**src/rtl/bus_sys_pkg.sv**
```systemverilog
// Shared definitions for the frame reader: bus widths, default memory size,
// FSM state encoding and the start-request range check.
package bus_sys_pkg;

    localparam int DATA_W        = 32;
    localparam int ADDR_W        = 16;
    localparam int MEM_WORDS_DEF = 38400;

    typedef enum logic [1:0] {
        S_IDLE,
        S_RUN,
        S_DRAIN
    } state_t;

    // 17-bit sum so base + count cannot wrap before the compare.
    function automatic logic span_ok(
        input logic [ADDR_W-1:0] base,
        input logic [ADDR_W-1:0] cnt,
        input int                mem_words
    );
        logic [ADDR_W:0] last;
        last = {1'b0, base} + {1'b0, cnt};
        return last <= (ADDR_W+1)'(mem_words);
    endfunction

endpackage

```
**src/rtl/bus_sys_frame_reader_if.sv**
```systemverilog
// Memory-read bus plus output word stream of the frame reader.
// master: reader side (drives mem_* and st_*), slave: memory/sink side.
interface bus_sys_frame_reader_if;
    import bus_sys_pkg::*;

    logic [ADDR_W-1:0] mem_address;
    logic              mem_chipselect;
    logic              mem_write;
    logic [3:0]        mem_byteenable;
    logic              mem_clken;
    logic [DATA_W-1:0] mem_readdata;

    logic [DATA_W-1:0] st_data;
    logic              st_valid;
    logic              st_ready;
    logic              st_sop;
    logic              st_eop;

    modport master (
        output mem_address, mem_chipselect, mem_write,
        output mem_byteenable, mem_clken,
        input  mem_readdata,
        output st_data, st_valid, st_sop, st_eop,
        input  st_ready
    );

    modport slave (
        input  mem_address, mem_chipselect, mem_write,
        input  mem_byteenable, mem_clken,
        output mem_readdata,
        input  st_data, st_valid, st_sop, st_eop,
        output st_ready
    );

endinterface

```
**src/rtl/bus_sys_frame_reader_fifo.sv**
```systemverilog
// Synchronous FIFO buffering read data ahead of the stream port.
// Ports: clk, reset_n, push/din, pop/dout (head word), count_o (occupancy).
module bus_sys_frame_reader_fifo #(
    parameter  int DEPTH = 4,
    parameter  int W     = 32,
    localparam int AW    = $clog2(DEPTH),
    localparam int CW    = AW + 1
) (
    input  logic          clk,
    input  logic          reset_n,
    input  logic          push,
    input  logic [W-1:0]  din,
    input  logic          pop,
    output logic [W-1:0]  dout,
    output logic [CW-1:0] count_o
);

    logic [W-1:0]  mem_q [DEPTH];
    logic [AW-1:0] wr_q, wr_d, rd_q, rd_d;
    logic [CW-1:0] cnt_q, cnt_d;
    logic          do_push, do_pop;

    always_comb begin
        do_push = push && (cnt_q != CW'(DEPTH));
        do_pop  = pop && (cnt_q != '0);
        wr_d    = wr_q + AW'(do_push);
        rd_d    = rd_q + AW'(do_pop);
        cnt_d   = cnt_q + CW'(do_push) - CW'(do_pop);
    end

    always_ff @(posedge clk or negedge reset_n) begin
        if (!reset_n) begin
            wr_q  <= '0;
            rd_q  <= '0;
            cnt_q <= '0;
        end else begin
            wr_q  <= wr_d;
            rd_q  <= rd_d;
            cnt_q <= cnt_d;
        end
    end

    always_ff @(posedge clk) begin
        if (do_push) mem_q[wr_q] <= din;
    end

    assign dout    = mem_q[rd_q];
    assign count_o = cnt_q;

endmodule

```
**src/rtl/bus_sys_frame_reader.sv**
```systemverilog
// Reads word_count words from base_addr over a 1-cycle-latency memory bus and
// streams them out with sop/eop. Ports: clk, reset_n, start/base_addr/word_count,
// busy/done/err status, bus (memory master + stream source).
module bus_sys_frame_reader
    import bus_sys_pkg::*;
#(
    parameter int MEM_WORDS  = MEM_WORDS_DEF,
    parameter int FIFO_DEPTH = 4
) (
    input  logic              clk,
    input  logic              reset_n,
    input  logic              start,
    input  logic [ADDR_W-1:0] base_addr,
    input  logic [ADDR_W-1:0] word_count,
    output logic              busy,
    output logic              done,
    output logic              err,
    bus_sys_frame_reader_if.master bus
);

    localparam int CW = $clog2(FIFO_DEPTH) + 1;
    localparam int OW = CW + 1;

    state_t            state_q, state_d;
    logic              cs_q, cs_d;
    logic              inflight_q, inflight_d;
    logic              busy_q, busy_d;
    logic              done_q, done_d;
    logic              err_q, err_d;
    logic [ADDR_W-1:0] addr_q, addr_d;
    logic [ADDR_W-1:0] rem_q, rem_d;
    logic [ADDR_W-1:0] len_q, len_d;
    logic [ADDR_W-1:0] oidx_q, oidx_d;

    logic [CW-1:0]     fcnt;
    logic [OW-1:0]     occ_nxt;
    logic [DATA_W-1:0] fdout;
    logic              st_valid, push, pop;

    assign st_valid = (fcnt != '0);
    assign pop      = st_valid && bus.st_ready;
    // Read issued last cycle returns its data this cycle.
    assign push     = inflight_q;
    assign occ_nxt  = {1'b0, fcnt} + OW'(push) - OW'(pop);

    always_comb begin
        state_d    = state_q;
        cs_d       = 1'b0;
        addr_d     = addr_q;
        rem_d      = rem_q;
        len_d      = len_q;
        oidx_d     = oidx_q;
        inflight_d = cs_q;
        busy_d     = busy_q;
        done_d     = 1'b0;
        err_d      = 1'b0;
        if (pop) oidx_d = oidx_q + 1'b1;
        unique case (state_q)
            S_IDLE: begin
                if (start) begin
                    if (!span_ok(base_addr, word_count, MEM_WORDS)) begin
                        err_d = 1'b1;
                    end else if (word_count == '0) begin
                        done_d = 1'b1;
                    end else begin
                        state_d = S_RUN;
                        busy_d  = 1'b1;
                        cs_d    = 1'b1;
                        addr_d  = base_addr;
                        rem_d   = word_count - 1'b1;
                        len_d   = word_count;
                        oidx_d  = '0;
                    end
                end
            end
            S_RUN: begin
                // Reserve a slot for every read still on the bus.
                if (rem_q == '0) begin
                    state_d = S_DRAIN;
                end else if (occ_nxt + OW'(cs_q) < OW'(FIFO_DEPTH)) begin
                    cs_d   = 1'b1;
                    addr_d = addr_q + 1'b1;
                    rem_d  = rem_q - 1'b1;
                end
            end
            S_DRAIN: begin
                if (occ_nxt == '0 && !cs_q) begin
                    state_d = S_IDLE;
                    busy_d  = 1'b0;
                    done_d  = 1'b1;
                end
            end
            default: state_d = S_IDLE;
        endcase
    end

    always_ff @(posedge clk or negedge reset_n) begin
        if (!reset_n) begin
            state_q    <= S_IDLE;
            cs_q       <= 1'b0;
            inflight_q <= 1'b0;
            busy_q     <= 1'b0;
            done_q     <= 1'b0;
            err_q      <= 1'b0;
            addr_q     <= '0;
            rem_q      <= '0;
            len_q      <= '0;
            oidx_q     <= '0;
        end else begin
            state_q    <= state_d;
            cs_q       <= cs_d;
            inflight_q <= inflight_d;
            busy_q     <= busy_d;
            done_q     <= done_d;
            err_q      <= err_d;
            addr_q     <= addr_d;
            rem_q      <= rem_d;
            len_q      <= len_d;
            oidx_q     <= oidx_d;
        end
    end

    bus_sys_frame_reader_fifo #(
        .DEPTH (FIFO_DEPTH),
        .W     (DATA_W)
    ) u_fifo (
        .clk     (clk),
        .reset_n (reset_n),
        .push    (push),
        .din     (bus.mem_readdata),
        .pop     (pop),
        .dout    (fdout),
        .count_o (fcnt)
    );

    assign busy               = busy_q;
    assign done               = done_q;
    assign err                = err_q;
    assign bus.mem_address    = addr_q;
    assign bus.mem_chipselect = cs_q;
    assign bus.mem_write      = 1'b0;
    assign bus.mem_byteenable = 4'hF;
    assign bus.mem_clken      = 1'b1;
    assign bus.st_data        = fdout;
    assign bus.st_valid       = st_valid;
    assign bus.st_sop         = st_valid && (oidx_q == '0);
    assign bus.st_eop         = st_valid && (oidx_q == len_q - 1'b1);

endmodule

```
**src/flat_wrapper.sv**
```systemverilog
// flat-port wrapper written by rule: the top's interface ports become plain ports
module bus_sys_frame_reader_flat import bus_sys_pkg::*;
#(
    parameter int MEM_WORDS  = MEM_WORDS_DEF,
    parameter int FIFO_DEPTH = 4
)
  (clk, reset_n, start, base_addr, word_count, busy, done, err, bus_mem_address, bus_mem_chipselect, bus_mem_write, bus_mem_byteenable, bus_mem_clken, bus_mem_readdata, bus_st_data, bus_st_valid, bus_st_sop, bus_st_eop, bus_st_ready);
  bus_sys_frame_reader_if bus_i ();
  input  logic clk;
  input  logic reset_n;
  input  logic start;
  input  logic [ADDR_W-1:0] base_addr;
  input  logic [ADDR_W-1:0] word_count;
  output logic busy;
  output logic done;
  output logic err;
  output wire logic [$bits(bus_i.mem_address)-1:0] bus_mem_address;
  output wire logic [$bits(bus_i.mem_chipselect)-1:0] bus_mem_chipselect;
  output wire logic [$bits(bus_i.mem_write)-1:0] bus_mem_write;
  output wire logic [$bits(bus_i.mem_byteenable)-1:0] bus_mem_byteenable;
  output wire logic [$bits(bus_i.mem_clken)-1:0] bus_mem_clken;
  input wire logic [$bits(bus_i.mem_readdata)-1:0] bus_mem_readdata;
  output wire logic [$bits(bus_i.st_data)-1:0] bus_st_data;
  output wire logic [$bits(bus_i.st_valid)-1:0] bus_st_valid;
  output wire logic [$bits(bus_i.st_sop)-1:0] bus_st_sop;
  output wire logic [$bits(bus_i.st_eop)-1:0] bus_st_eop;
  input wire logic [$bits(bus_i.st_ready)-1:0] bus_st_ready;
  assign bus_mem_address = bus_i.mem_address;
  assign bus_mem_chipselect = bus_i.mem_chipselect;
  assign bus_mem_write = bus_i.mem_write;
  assign bus_mem_byteenable = bus_i.mem_byteenable;
  assign bus_mem_clken = bus_i.mem_clken;
  assign bus_i.mem_readdata = bus_mem_readdata;
  assign bus_st_data = bus_i.st_data;
  assign bus_st_valid = bus_i.st_valid;
  assign bus_st_sop = bus_i.st_sop;
  assign bus_st_eop = bus_i.st_eop;
  assign bus_i.st_ready = bus_st_ready;
  bus_sys_frame_reader #(.MEM_WORDS(MEM_WORDS), .FIFO_DEPTH(FIFO_DEPTH)) u_core (.clk(clk), .reset_n(reset_n), .start(start), .base_addr(base_addr), .word_count(word_count), .busy(busy), .done(done), .err(err), .bus(bus_i));
endmodule
```
**config.mk**
```make
export PLATFORM = sky130hd
export DESIGN_NAME = bus_sys_frame_reader_flat
export DESIGN_NICKNAME = d
export VERILOG_FILES = /design/src/rtl/bus_sys_pkg.sv /design/src/rtl/bus_sys_frame_reader_if.sv /design/src/rtl/bus_sys_frame_reader_fifo.sv /design/src/rtl/bus_sys_frame_reader.sv /design/src/flat_wrapper.sv
export SDC_FILE = /design/constraint.sdc
export NUM_CORES = 1
export LEC_CHECK = 0
export ABC_CLOCK_PERIOD_IN_PS = 4100
export CORE_MARGIN = 2
export CORE_UTILIZATION = 45
export DETAILED_ROUTE_END_ITERATION = 6
export GPL_TIMING_DRIVEN = 0
export PLACE_DENSITY = 0.69
export SLEW_MARGIN = 25
export SYNTH_ARGS = -nofsm -noshare
export SYNTH_HDL_FRONTEND = slang
export SYNTH_HIERARCHICAL = 1
export SYNTH_SLANG_ARGS = --single-unit
```
**constraint.sdc**
```tcl
create_clock -name clk -period 4.1 [get_ports clk]
set_input_delay 0.82 -clock clk [delete_from_list [all_inputs] [get_ports clk]]
set_output_delay 0.82 -clock clk [all_outputs]
set_load 0.03 [all_outputs]
```
# Yosys cells after proc, flatten, opt, wreduce, memory -nomap -nowiden
# Memory sizes are Yosys's and may differ from the RTL's.
# Cells that the tools add are included.
[word_totals] latch_bits=0 ram_bits=128 register_bits=78 elab_cells=104 memories=1 rom_bits=0
[mem_list] memory="u_core.u_fifo.mem_q" depth=4 word_bits=32 rd=1 rd_clocked_by_memory_dff=0 wr=1 line="bus_sys_frame_reader_fifo.sv:18" text="logic [W-1:0] mem_q [DEPTH];"
[classes] n_mul=0 n_eq_ne=11 add_sub_neg=13 n_reduce_logical=19 shifts=0 n_div=0 mux=44 n_bitwise=1 n_lt_le_gt_ge=2
[ops] cell="$mux W16" n=15
[ops] cell="$pmux W16 S2" n=2
[ops] cell="$logic_not A16 Y1" n=3
[ops] cell="$sub A16 B1 Y16 const B" n=3
[ops] cell="$add A16 B1 Y16 const B" n=2
[ops] cell="$mux W1" n=18
[ops] cell="$add A16 B16 Y17" n=1
[ops] cell="$le A17 B16 Y1 const B" n=1
[ops] cell="$eq A16 B16 Y1" n=1
[ops] cell="$mux W2" n=5
[ops] cell="$reduce_and A5 Y1" n=2
[ops] cell="$ne A2 B1 Y1 const B" n=4
[ops] cell="$logic_and A1 B1 Y1" n=6
[ops] cell="$ne A2 B2 Y1 const B" n=3
[ops] cell="$pmux W1 S2" n=3
[ops] cell="$pmux W2 S3" n=1
[ops] cell="$reduce_and A6 Y1" n=1
[ops] cell="$add A2 B1 Y2" n=2
[ops] cell="$add A3 B1 Y4" n=1
[ops] cell="$add A4 B1 Y4" n=1
[ops] cell="$logic_not A4 Y1" n=1
[ops] cell="$lt A4 B3 Y1 const B" n=1
[ops] cell="$reduce_and A4 Y1" n=1
[ops] cell="$reduce_bool A2 Y1" n=2
[ops] cell="other kinds (10)" n=10

# Depth between registers and ports, before layout
# Gate-level depths: netlist (run 1).
[depth] depth_word=8 ltp_mapped=20

# Modules after synthesis
# The synthesis (run 1) kept the hierarchy.
[by_module_without_submodules] module="bus_sys_frame_reader" cells_per_inst=731 seq_area_each_um2=1776.7 area_per_inst_um2=5596.6 instances=1
[by_module_without_submodules] module="bus_sys_frame_reader_fifo" cells_per_inst=199 seq_area_each_um2=4018.9 area_per_inst_um2=5062.4 instances=1

# Worst setup path before layout (run 1)
# OpenSTA, ideal clock, no wires.
[synth_path] path_kind="register to register" from="reg u_core.u_fifo.cnt_q[2] (netlist: u_core/u_fifo/count_o[2])" to="mem u_core.u_fifo.mem_q[0][0] (enable)" setup_time_ns=0.513 required_ns=3.587 path_slack_ns=-0.397 n_path_buf=0 stages_incl_launch_ff=3 period_less_slack_ns=4.497 arrival_ns=3.984 cell_sequence="dfrtp_1 -> nor3b_1 -> nor4b_1"
[synth_via] elab_chain_len=4
[synth_lines] item="start: declaration" line="bus_sys_frame_reader_fifo.sv:20" text="logic [CW-1:0] cnt_q, cnt_d;"
[synth_lines] item="start signal: assignment" line="bus_sys_frame_reader_fifo.sv:39" text="cnt_q <= cnt_d;"
[synth_lines] item="$ne A3 B3 Y1" line="bus_sys_frame_reader_fifo.sv:24" text="do_push = push && (cnt_q != CW'(DEPTH));"
[synth_lines] item="$logic_and A1 B1 Y1" line="bus_sys_frame_reader_fifo.sv:24"
[synth_lines] item="$mux W1" line="bus_sys_frame_reader_fifo.sv:44" text="if (do_push) mem_q[wr_q] <= din;"
[synth_lines] item="$mux W1 (not written as such)" line="bus_sys_frame_reader_fifo.sv:44"
[synth_lines] item="end: declaration" line="bus_sys_frame_reader_fifo.sv:18"
# Every way passes these cells.

# Worst setup path in the final report (run 1)
[layout_path] from="in base_addr[10]" to="reg u_core.rem_q[5]"
[layout_via] elab_chain_len=4
[layout_lines] item="start: declaration" line="flat_wrapper.sv:12" text="input logic [ADDR_W-1:0] base_addr;"
[layout_lines] item="$add A16 B16 Y17" line="bus_sys_pkg.sv:22" text="last = {1'b0, base} + {1'b0, cnt};"
[layout_lines] item="$le A17 B16 Y1" line="bus_sys_pkg.sv:23" text="return last <= (ADDR_W+1)'(mem_words);"
[layout_lines] item="$ne A2 B1 Y1 (no line)"
[layout_lines] item="$reduce_and A6 Y1 (no line)"
[layout_lines] item="end signal: assignment" line="bus_sys_frame_reader.sv:117" text="rem_q <= rem_d;"
[layout_lines] item="end: declaration" line="bus_sys_frame_reader.sv:31" text="logic [ADDR_W-1:0] rem_q, rem_d;"
# Every way passes these cells.
# A chain may end at the register's enable or synchronous reset.

==> results.sh, run 1 <==
export IMPL_final_max_slew_viol_count=0
export IMPL_core_sq_um=23330
export IMPL_ys_types=74
export IMPL_arrival_ps=4380
export IMPL_numClockSinks=206
export IMPL_cellPowerDensity_nw_per_um2=749.6
export IMPL_holdWs_ps=108.5
export IMPL_finalSetupViolations=0
export IMPL_hold_class="input pin to async pin"
export IMPL_max_freq_ghz=0.2508
export IMPL_grt_max_degree=73
export IMPL_slew_limit_headroom_pct=34.28
export IMPL_min_period_over_period_pct=97.23
export IMPL_fin_cells=1430
export IMPL_numCtsBuffers=22
export IMPL_layout_drive_gt1_share_pct=13.86
export IMPL_antennaDiodeCount=0
export IMPL_drv_cap=0
export IMPL_drc=0
export IMPL_grt_overflow=0
export IMPL_grt_pass1_wl_mm=40.25
export IMPL_vdd_drop_max_uv=559.5
export IMPL_die_y_microns=157.9
export IMPL_grt_pass1_vias=7653
export IMPL_htreeDepth=1
export IMPL_final_cell_area_sq_um=13410
export IMPL_crit_fanout=7
export IMPL_totalWireLength_mm=25.96
export IMPL_worst_pin_slew_ps=985.9
export IMPL_p_leak_nw=5.157
export IMPL_path_buf_inv=4
export IMPL_ff2ff_path_depth=11
export IMPL_slowest_delay_ps=490
export IMPL_required_ps=4500
export IMPL_ant_nets=0
export IMPL_cts_tree="done"
export IMPL_num_rows=56
export IMPL_drt_pre_antenna_iters=5
export IMPL_syn_avg_cell_area_sq_um=11.46
export IMPL_synthArstFlopShare_pct=37.86
export IMPL_clock_path_buffers=3
export IMPL_dp_cells=1379
export IMPL_path_cells="clkdlybuf4s50_1 > ha_1 > and3_1 > a221oi_2 > nor2b_1 > or3_4 > a311o_1 > nor3_2 > nor2_1 > a21oi_2 > buf_4 > a21boi_4 > inv_4 > buf_8 > a21oi_1 > a311oi_1"
export IMPL_synthCells=930
export IMPL_crit_cells=16
export IMPL_synth_area_sq_um=10660
export IMPL_routedWlPerCell_microns=18.15
export IMPL_outcome="finished, final reports clean"
export IMPL_ys_seq_area_share_pct=54.37
export IMPL_synth_edff_count=128
export IMPL_post_route_min_period_ps=3987
export IMPL_dr_total_vias=8127
export IMPL_clk_latency_ps=510
export IMPL_pin_count=129
export IMPL_nFillCells=1930
export IMPL_root_buffer="clkbuf_16"
export IMPL_die_area_sq_um=24930
export IMPL_die_x_microns=157.9
export IMPL_fin_skew_ps=19.99
export IMPL_track_usage_pct=20.45
export IMPL_nets=1193
export IMPL_area_delta_synth_final_pct=25.79
export IMPL_initial_core_util_pct=45.68
export IMPL_portBuffers=122
export IMPL_crit_path_end_kind="flop"
export IMPL_dominantRegCellSynth="edfxtp_1"
export IMPL_cts_clk_slew_worst_paths_ps=70
export IMPL_cp_slowest_cell="clkdlybuf4s50_1"
export IMPL_critical_path_top_delay_family="compound AO/OA/AOI/OAI gates"
export IMPL_startpoint_type="input pin"
export IMPL_dpl_instance_area_sq_um=12370
export IMPL_criticalPathCategory="input pin to flop"
export IMPL_ys_ff_latch=206
export IMPL_hpwl_mm=17.88
export IMPL_fin_util_pct=57.46
export IMPL_antenna_found_initial=0
export IMPL_multi_input_area_sq_um=4657
export IMPL_finalHoldViolCount=0
export IMPL_final_seq_area_sq_um=5796
export IMPL_yosysWarnings=6
export IMPL_avgViaCountPerCell=5.683
export IMPL_place_congestion=0.9023
export IMPL_drt_initial_drc_count=688
## logic make-up (layout without fill, tap and decap cells)
logic type / Yosys count / after routing / synth area share (%)
compound gates: 196 / 196 / 11.72
flops: 206 / 206 / 54.37
mux: 36 / 36 / 7.278
buf+inv: 68 / 245 / 3.486
fa+ha+maj: 30 / 30 / 3.733
xor+xnor: 47 / 47 / 3.862
simple gates: 345 / 345 / 15.48
other cells: 2 / 6 / 0.07046
## metrics by stage
stage	worst slack, ps	setup TNS (ps)	power, mW
after CTS	-19.18	-91.96	9.939
after floorplan	163.6	0	6.219
final	113.5	0	10.05
after detailed placement	-932.3	-56140	7.696
after global placement	-908.8	-121030	7.598
after global routing	-8.475	-8.475	10.64
## sequential cells by signal, indices dropped and copies added, names as in the netlist
register                   count
u_core/busy                    1
u_core/state_q                 2
u_core/inflight_q              1
u_core/u_fifo/count_o          3
u_core/rem_q                  16
u_core/oidx_q                 16
u_core/bus.mem_address        16
u_core/len_q                  16
u_core/u_fifo/mem_q          128
u_core/done                    1
u_core/err                     1
u_core/u_fifo/wr_q             2
u_core/u_fifo/rd_q             2
u_core/bus.mem_chipselect      1
## worst paths after layout
kind,from,endpoint,slack (ps)
worst max-delay path,base_addr[10],u_core/rem_q[5]$_DFFE_PN0P_,110
worst min register to register,u_core/bus.mem_chipselect$_DFF_PN0_,u_core/inflight_q$_DFF_PN0_,480
max in group asynchronous,reset_n,u_core/oidx_q[4]$_DFF_PN0_,3420
min in group clk,u_core/bus.mem_chipselect$_DFF_PN0_,u_core/inflight_q$_DFF_PN0_,480
worst min-delay path,reset_n,u_core/rem_q[14]$_DFFE_PN0P_,110
worst max register to register,u_core/state_q[1]$_DFFE_PN0P_,u_core/rem_q[12]$_DFFE_PN0P_,320
## timing repair
action / CTS / global route
endpoints found under the hold margin: 0 / 0
hold buffers: 0 / 0
gates resized for setup: 21 / 49
buffers inserted: 8 / 4
cloned: 0 / 1
setup endpoints to repair: 68 / 68
pin swaps: 7 / 12
## cells in the final DEF (no fill, tap or decap), drive strengths merged, types with 4 or more instances in the layout
| cell | netlist | layout |
|---|---|---|
| ha | 27 | 27 |
| o21ai | 40 | 40 |
| edfxtp | 128 | 128 |
| nand3b | 5 | 5 |
| nand3 | 29 | 29 |
| or3 | 11 | 11 |
| o211ai | 4 | 4 |
| a311oi | 5 | 5 |
| buf | 27 | 43 |
| dlymetal6s2s | 0 | 12 |
| nand4 | 14 | 14 |
| nor3b | 4 | 4 |
| nand2 | 102 | 102 |
| xnor2 | 26 | 26 |
| conb | 2 | 6 |
| and4 | 4 | 4 |
| mux2i | 4 | 4 |
| clkinv | 0 | 11 |
| a2111oi | 4 | 4 |
| o31ai | 5 | 5 |
| nor3 | 32 | 32 |
| nor2 | 94 | 94 |
| nand2b | 9 | 9 |
| a21o | 9 | 9 |
| dfrtp | 78 | 78 |
| mux4 | 32 | 32 |
| inv | 23 | 23 |
| a31oi | 8 | 8 |
| clkbuf | 18 | 45 |
| a211oi | 12 | 12 |
| o22ai | 9 | 9 |
| clkdlybuf4s50 | 0 | 104 |
| and3 | 7 | 7 |
| nor4 | 7 | 7 |
| a21oi | 73 | 73 |
| or2 | 7 | 7 |
| nor2b | 7 | 7 |
| xor2 | 21 | 21 |
## final cells by class
cell class / instances / share of cell area (%)
buffer: 43 / 2.296
clock buffer: 24 / 4.237
clock inverter: 16 / 1.372
inverter: 23 / 0.6626
multi-input combinational: 660 / 34.73
sequential: 206 / 43.22
tap: 319 / 2.977
timing repair buffer: 139 / 10.50
## where the power goes
group	total, mW	internal [mW]	switching (mW)
logic	4.87	2.12	2.75
clock network	2.03	1.20	0.827
registers	3.15	2.73	0.425
## worst reg2reg max path, cell delays in order (launching register included)
cell       delay (ps)
dfrtp_1           450
nand2b_1          280
clkbuf_1          370
clkbuf_2          340
clkbuf_2          320
mux2i_1           290
ha_1              280
o21ai_1           200
nor2_1            410
nand2_1           180
a2111oi_1         440
a211oi_2           80
## cells in the mapped netlist, types with 6 or more instances
cell / instances / area (sq um)
buf_2: 9 / 45.04
a21o_1: 9 / 67.56
nor4_1: 6 / 37.54
nand3_1: 29 / 145.1
nand2_1: 102 / 382.9
ha_1: 27 / 337.8
a21oi_1: 72 / 360.4
clkbuf_1: 18 / 67.56
dfrtp_1: 78 / 1952
nor2_1: 94 / 352.8
mux4_2: 28 / 630.6
xnor2_1: 26 / 227.7
o22ai_1: 9 / 56.30
a31oi_1: 8 / 50.05
nor2b_1: 7 / 43.79
nand4_1: 14 / 87.58
edfxtp_1: 128 / 3844
a211oi_1: 12 / 90.09
and3_1: 7 / 43.79
nand2b_1: 9 / 56.30
or3_1: 11 / 68.82
nor3_1: 32 / 160.2
or2_2: 6 / 37.54
xor2_1: 21 / 183.9
inv_1: 22 / 82.58
o21ai_0: 39 / 195.2
buf_4: 11 / 82.58
## routing by layer
| layer | track usage (%) | routed length, microns | share of wire [%] | vias up |
|---|---|---|---|---|
| li1 | - | - | - | 3798 |
| met1 | 28.30 | 11220 | 43 | 3976 |
| met2 | 33.95 | 12530 | 48 | 304 |
| met5 | 0 | 0 | 0 | - |
| met3 | 2.573 | 1525 | 5.9 | 49 |
| met4 | 5.974 | 674 | 2.6 | 0 |
Note: power is estimated with default switching activity, not from simulation.
==> inputs of run 2 (changes only) <==
--- a/config.mk
+++ b/config.mk
@@ -11,8 +11,10 @@
 export DETAILED_ROUTE_END_ITERATION = 6
 export GPL_TIMING_DRIVEN = 0
 export PLACE_DENSITY = 0.69
-export SLEW_MARGIN = 25
+export SETUP_SLACK_MARGIN = 0.05
+export SLEW_MARGIN = 20
 export SYNTH_ARGS = -nofsm -noshare
 export SYNTH_HDL_FRONTEND = slang
 export SYNTH_HIERARCHICAL = 1
 export SYNTH_SLANG_ARGS = --single-unit
+export TNS_END_PERCENT = 30
==> run 2 against run 1 <==
Effect of this change: wire length fell by 0.66%; combinational power fell by 3%; sequential cell count stayed put; first-iteration DRC count is 8.9% higher; fmax grew 1.1%; largest cell class unchanged; highest routed layer unchanged.
==> results.sh, run 2 (same netlist as run 1, synthesis figures left out) <==
export IMPL_switching_share_pct=40.39
export IMPL_post_route_min_period_ps=3942
export IMPL_drt_pre_antenna_iters=5
export IMPL_track_usage_pct=20.57
export IMPL_ant_nets=0
export IMPL_grt_pass1_wl_mm=40.44
export IMPL_hpwl_mm=17.96
export IMPL_pin_count=129
export IMPL_fin_cells=1424
export IMPL_final_cell_area_sq_um=13290
export IMPL_min_period_over_period_pct=96.13
export IMPL_criticalPathCategory="input pin to flop"
export IMPL_totalWireLength_mm=25.79
export IMPL_power_mw=9.746
export IMPL_drt_initial_drc_count=749
export IMPL_die_area_sq_um=24930
export IMPL_clk_latency_ps=520
export IMPL_largest_reg_flops=128
export IMPL_worst_pin_slew_ps=983.3
export IMPL_antenna_found_initial=0
export IMPL_arrival_ps=4330
export IMPL_portBuffers=122
export IMPL_numCtsBuffers=22
export IMPL_startpoint_type="input pin"
export IMPL_grt_overflow=0
export IMPL_hold_class="input pin to async pin"
export IMPL_cts_clk_slew_worst_paths_ps=60
export IMPL_vdd_drop_max_uv=515.7
export IMPL_combPwrFrac_pct=48.4
export IMPL_outcome="finished, final reports clean"
export IMPL_antennaDiodeCount=0
export IMPL_grt_pass1_vias=7753
export IMPL_htreeDepth=1
export IMPL_dr_total_vias=8035
export IMPL_finalSetupViolations=0
export IMPL_finalHoldViolCount=0
export IMPL_initial_core_util_pct=45.68
export IMPL_pwr_share_seq_pct=32.3
export IMPL_intPower_mw=5.810
export IMPL_place_ws_ps=-934.9
export IMPL_top_register="u_core/u_fifo/mem_q"
export IMPL_final_max_slew_viol_count=0
export IMPL_avgViaCountPerCell=5.643
export IMPL_final_seq_area_sq_um=5796
export IMPL_required_ps=4490
export IMPL_fin_skew_ps=10.85
export IMPL_max_freq_ghz=0.2537
export IMPL_die_y_microns=157.9
export IMPL_num_rows=56
export IMPL_dpl_instance_area_sq_um=12360
export IMPL_dp_cells=1379
export IMPL_cts_tree="done"
export IMPL_core_sq_um=23330
export IMPL_grt_max_degree=41
export IMPL_die_x_microns=157.9
export IMPL_worst_slack_ps=158.5
export IMPL_hold_buffers=0
export IMPL_place_congestion=0.9023
export IMPL_nFillCells=1967
export IMPL_drv_cap=0
export IMPL_cellPowerDensity_nw_per_um2=733.4
export IMPL_layout_commonest_cell="edfxtp_1"
export IMPL_slew_limit_headroom_pct=34.45
export IMPL_rsz0062_at_grt="yes"
export IMPL_nets=1187
export IMPL_numClockSinks=206
export IMPL_setup_tns_ps=0
export IMPL_area_delta_synth_final_pct=24.67
export IMPL_root_buffer="clkbuf_16"
export IMPL_p_sw_mw=3.936
export IMPL_final_cell_mix="edfxtp_1 (128), clkdlybuf4s50_1 (105), nand2_1 (101)"
export IMPL_layout_drive_gt1_share_pct=13.12
export IMPL_fin_util_pct=56.96
export IMPL_crit_fanout=10
export IMPL_drc=0
export IMPL_holdWs_ps=299.1
export IMPL_routedWlPerCell_microns=18.11
export IMPL_multi_input_area_sq_um=4661
export IMPL_p_leak_nw=5.090
export IMPL_p_clk_share_pct=19.3
export IMPL_crit_path_end_kind="flop"
export IMPL_clock_path_buffers=3
-- run 2: power by group through the flow --
| stage | clock network (mW) | registers [mW] | logic (mW) |
|---|---|---|---|
| after floorplan | 0 | 3.24 | 2.98 |
| after global placement | 0 | 3.16 | 4.43 |
| after detailed placement | 0 | 3.17 | 4.52 |
| after CTS | 1.93 | 3.14 | 4.69 |
| after global routing | 2.02 | 3.21 | 5.11 |
| final | 1.88 | 3.15 | 4.71 |
-- run 2: area by class of cell --
type                    count  area share [%]
plain buffers              43           2.184
clock buffers              31           4.623
well taps                 319           3.003
inverters                  23          0.6497
repair buffers            133           10.20
clock inverters             9          0.6591
flip-flops and latches    206           43.61
multi-input cells         660           35.07
-- run 2: worst paths after layout --
check                                                    start                                endpoint  slack [ps]  depth (start not counted)
max                                               base_addr[6]  u_core/bus.mem_address[11]$_DFFE_PN0P_         160                         18
min                                                    reset_n            u_core/rem_q[12]$_DFFE_PN0P_         300                          1
max reg2reg                      u_core/state_q[1]$_DFFE_PN0P_            u_core/rem_q[12]$_DFFE_PN0P_         300                         11
min reg2reg                u_core/bus.mem_chipselect$_DFF_PN0_             u_core/inflight_q$_DFF_PN0_         470                          0
max in group asynchronous                              reset_n             u_core/len_q[1]$_DFFE_PN0P_        3170                          2
min in group clk           u_core/bus.mem_chipselect$_DFF_PN0_             u_core/inflight_q$_DFF_PN0_         470                          0
-- run 2: metal layers --
metal / track usage (%) / up-vias / share of wire (%)
met5: 0 / - / 0
met4: 7.749 / 0 / 3.2
met3: 2.874 / 61 / 6.0
met2: 33.85 / 326 / 48
met1: 27.83 / 3850 / 43
li1: - / 3798 / -
-- run 2: worst max-delay path: stages --
cell and delay (ps):
clkdlybuf4s50_1 490, ha_1 320, buf_2 170, a21oi_2 230, o211a_1 190, or2_1 160
o2111ai_1 160, a311oi_2 300, nor2_2 100, nor4_2 330, a21oi_2 80, buf_4 170
a21boi_4 210, inv_2 70, buf_6 150, buf_4 180, a21oi_1 140, a21oi_1 60
-- run 2: what timing repair did --
item                                    4_1_cts  5_1_grt
hold endpoints to repair                      0        0
resized for setup                            21       38
endpoints found under the setup margin       68       68
setup buffers                                 6        1
cloned                                        0        0
pin swaps                                     3        5
==> inputs of run 3 (changes only) <==
--- a/config.mk
+++ b/config.mk
@@ -7,10 +7,9 @@
 export LEC_CHECK = 0
 export ABC_CLOCK_PERIOD_IN_PS = 4100
 export CORE_MARGIN = 2
-export CORE_UTILIZATION = 45
+export CORE_UTILIZATION = 25
 export DETAILED_ROUTE_END_ITERATION = 6
 export GPL_TIMING_DRIVEN = 0
-export PLACE_DENSITY = 0.69
 export SETUP_SLACK_MARGIN = 0.05
 export SLEW_MARGIN = 20
 export SYNTH_ARGS = -nofsm -noshare
==> run 3 against run 2 <==
Effect of this change: setup slack improved by 9.8 ps; clock power grew 5%; via count rose by 1.7%; register-to-register slack barely moved; first-iteration DRC count decreased by 23%; clock-buffer cell count fell by 5; critical endpoint is now u_core/bus.mem_address[13]$_DFFE_PN0P_; largest cell class unchanged; highest routed layer is now met5.
==> results.sh, run 3 (same netlist as run 1, synthesis figures left out) <==
export IMPL_track_usage_pct=11.97
export IMPL_place_congestion=0.8952
export IMPL_ff2ff_path_depth=17
export IMPL_die_area_sq_um=44300
export IMPL_core_sq_um=42040
export IMPL_clk_latency_ps=540
export IMPL_required_ps=4550
export IMPL_crit_fanout=10
export IMPL_top_register="u_core/u_fifo/mem_q"
export IMPL_fin_skew_ps=14.56
export IMPL_setup_tns_ps=0
export IMPL_grt_pass1_vias=7941
export IMPL_nFillCells=4220
export IMPL_die_x_microns=210.5
export IMPL_final_cell_mix="edfxtp_1 (128), clkdlybuf4s50_1 (108), nand2_1 (101)"
export IMPL_post_route_min_period_ps=3932
export IMPL_holdWs_ps=204.1
export IMPL_layout_drive_gt1_share_pct=12.86
export IMPL_rsz0062_at_grt="no"
export IMPL_hold_class="input pin to async pin"
export IMPL_worstReg2RegStart="u_core/u_fifo/count_o[1]$_DFF_PN0_"
export IMPL_routedWlPerCell_microns=16.51
export IMPL_drv_cap=0
export IMPL_numClockSinks=206
export IMPL_finalSetupViolations=0
export IMPL_cts_tree="done"
export IMPL_drc=0
export IMPL_p_leak_nw=5.100
export IMPL_antennaDiodeCount=0
export IMPL_numCtsBuffers=23
export IMPL_worst_pin_slew_ps=1019
export IMPL_root_buffer="clkbuf_16"
export IMPL_pin_count=129
export IMPL_dr_total_vias=8170
export IMPL_cellPowerDensity_nw_per_um2=736.2
export IMPL_ant_nets=0
export IMPL_startpoint_type="input pin"
export IMPL_area_delta_synth_final_pct=27.59
export IMPL_slowest_delay_ps=550
export IMPL_fin_cells=1643
export IMPL_grt_pass1_wl_mm=42.59
export IMPL_cts_clk_slew_worst_paths_ps=60
export IMPL_vdd_drop_max_uv=394.5
export IMPL_num_rows=75
export IMPL_layout_commonest_cell="edfxtp_1"
export IMPL_arrival_ps=4380
export IMPL_avgViaCountPerCell=4.973
export IMPL_initial_core_util_pct=25.35
export IMPL_clock_path_buffers=3
export IMPL_portBuffers=122
export IMPL_path_cells="clkdlybuf4s50_1 > ha_4 > a21o_4 > a311oi_4 > nor3_1 > or3_1 > a311o_1 > nor3_2 > nor2_1 > a21oi_2 > buf_6 > a21boi_4 > inv_2 > buf_8 > buf_6 > a21oi_1 > a21oi_1"
export IMPL_cp_slowest_cell="clkdlybuf4s50_1"
export IMPL_die_y_microns=210.5
export IMPL_drt_pre_antenna_iters=4
export IMPL_critical_path_top_delay_family="compound AO/OA/AOI/OAI gates"
export IMPL_grt_overflow=0
export IMPL_final_max_slew_viol_count=0
export IMPL_nets=1187
export IMPL_crit_path_end_kind="flop"
export IMPL_outcome="finished, final reports clean"
export IMPL_hpwl_mm=19.19
export IMPL_slew_limit_headroom_pct=32.08
export IMPL_path_buf_inv=5
export IMPL_largest_reg_flops=128
export IMPL_drt_initial_drc_count=575
export IMPL_totalWireLength_mm=27.13
export IMPL_grt_max_degree=53
export IMPL_crit_cells=17
export IMPL_r2r_end="u_core/bus.mem_address[13]$_DFFE_PN0P_"
export IMPL_antenna_found_initial=1
export IMPL_dp_cells=1600
export IMPL_finalHoldViolCount=0
export IMPL_htreeDepth=1
export IMPL_criticalPathCategory="input pin to flop"
export IMPL_max_freq_ghz=0.2543
export IMPL_min_period_over_period_pct=95.89
export IMPL_reg2reg_slack_ps=300
## run 3: cell count changes in the layout (fill, tap and decap cells not counted), sizes merged
cell	delta
clkbuf	-5
inv	+4
clkdlybuf4s50	+3
clkinv	+2
clkinvlp	-2
dlymetal6s2s	-2
buf	-1
bufinv	+1
dlygate4sd2	-1
## run 3: how the worst max path moves through the flow
stage                                       start                                endpoint  slack (ps)
2_1_floorplan  u_core/u_fifo/count_o[1]$_DFF_PN0_  u_core/bus.mem_address[14]$_DFFE_PN0P_         160
3_3_place_gp                        word_count[0]             u_core/oidx_q[14]$_DFF_PN0_       -1020
6_report                             base_addr[4]  u_core/bus.mem_address[13]$_DFFE_PN0P_         170
5_1_grt                            word_count[12]  u_core/bus.mem_address[10]$_DFFE_PN0P_          50
3_5_place_dp                        word_count[0]  u_core/bus.mem_address[13]$_DFFE_PN0P_       -1040
4_1_cts               u_core/len_q[0]$_DFFE_PN0P_                              bus_st_eop          50
## run 3: area by class of cell
cell class	count	area, sq um	area share [%]
inverters	23	86.33	0.6348
repair buffers	133	1374	10.10
well taps	539	674.4	4.959
multi-input cells	660	4643	34.14
plain buffers	42	310.3	2.282
flip-flops and latches	206	5796	42.62
clock buffers	26	586.8	4.315
clock inverters	14	128.9	0.9477
## run 3: power breakdown
group	switching (mW)	leakage, nW	internal, mW
clock network	0.873	0.353	1.11
registers	0.418	2.10	2.73
logic	2.79	2.65	2.09
total	4.09	5.10	5.93
## run 3: routing by layer
layer	part of all wire, %	GRT usage (%)	up-vias
met5	0.048	0	-
met2	47	20.18	339
met4	2.6	3.278	2
li1	-	-	3806
met1	44	15.75	3970
met3	7.1	2.279	53
## run 3: what timing repair did
item / in CTS / in global routing
buffers inserted: 5 / 0
hold endpoints to repair: 0 / 0
gates resized for setup: 26 / 34
pin swaps: 5 / 4
endpoints found under the setup margin: 68 / 67
hold buffers: 0 / 0
cloned: 0 / 1
## run 3: metrics by stage
step / total power, mW / instance area (sq um) / util [%] / setup slack, ps
2_1_floorplan: 6.219 / 10680 / - / 163.6
3_3_place_gp: 7.676 / 12580 / 29.91 / -1017
3_5_place_dp: 7.776 / 12650 / 30.10 / -1036
4_1_cts: 9.960 / 13480 / 32.06 / 48.49
5_1_grt: 10.62 / 13600 / 32.35 / 50.36
6_report: 10.01 / 13600 / 32.35 / 168.3
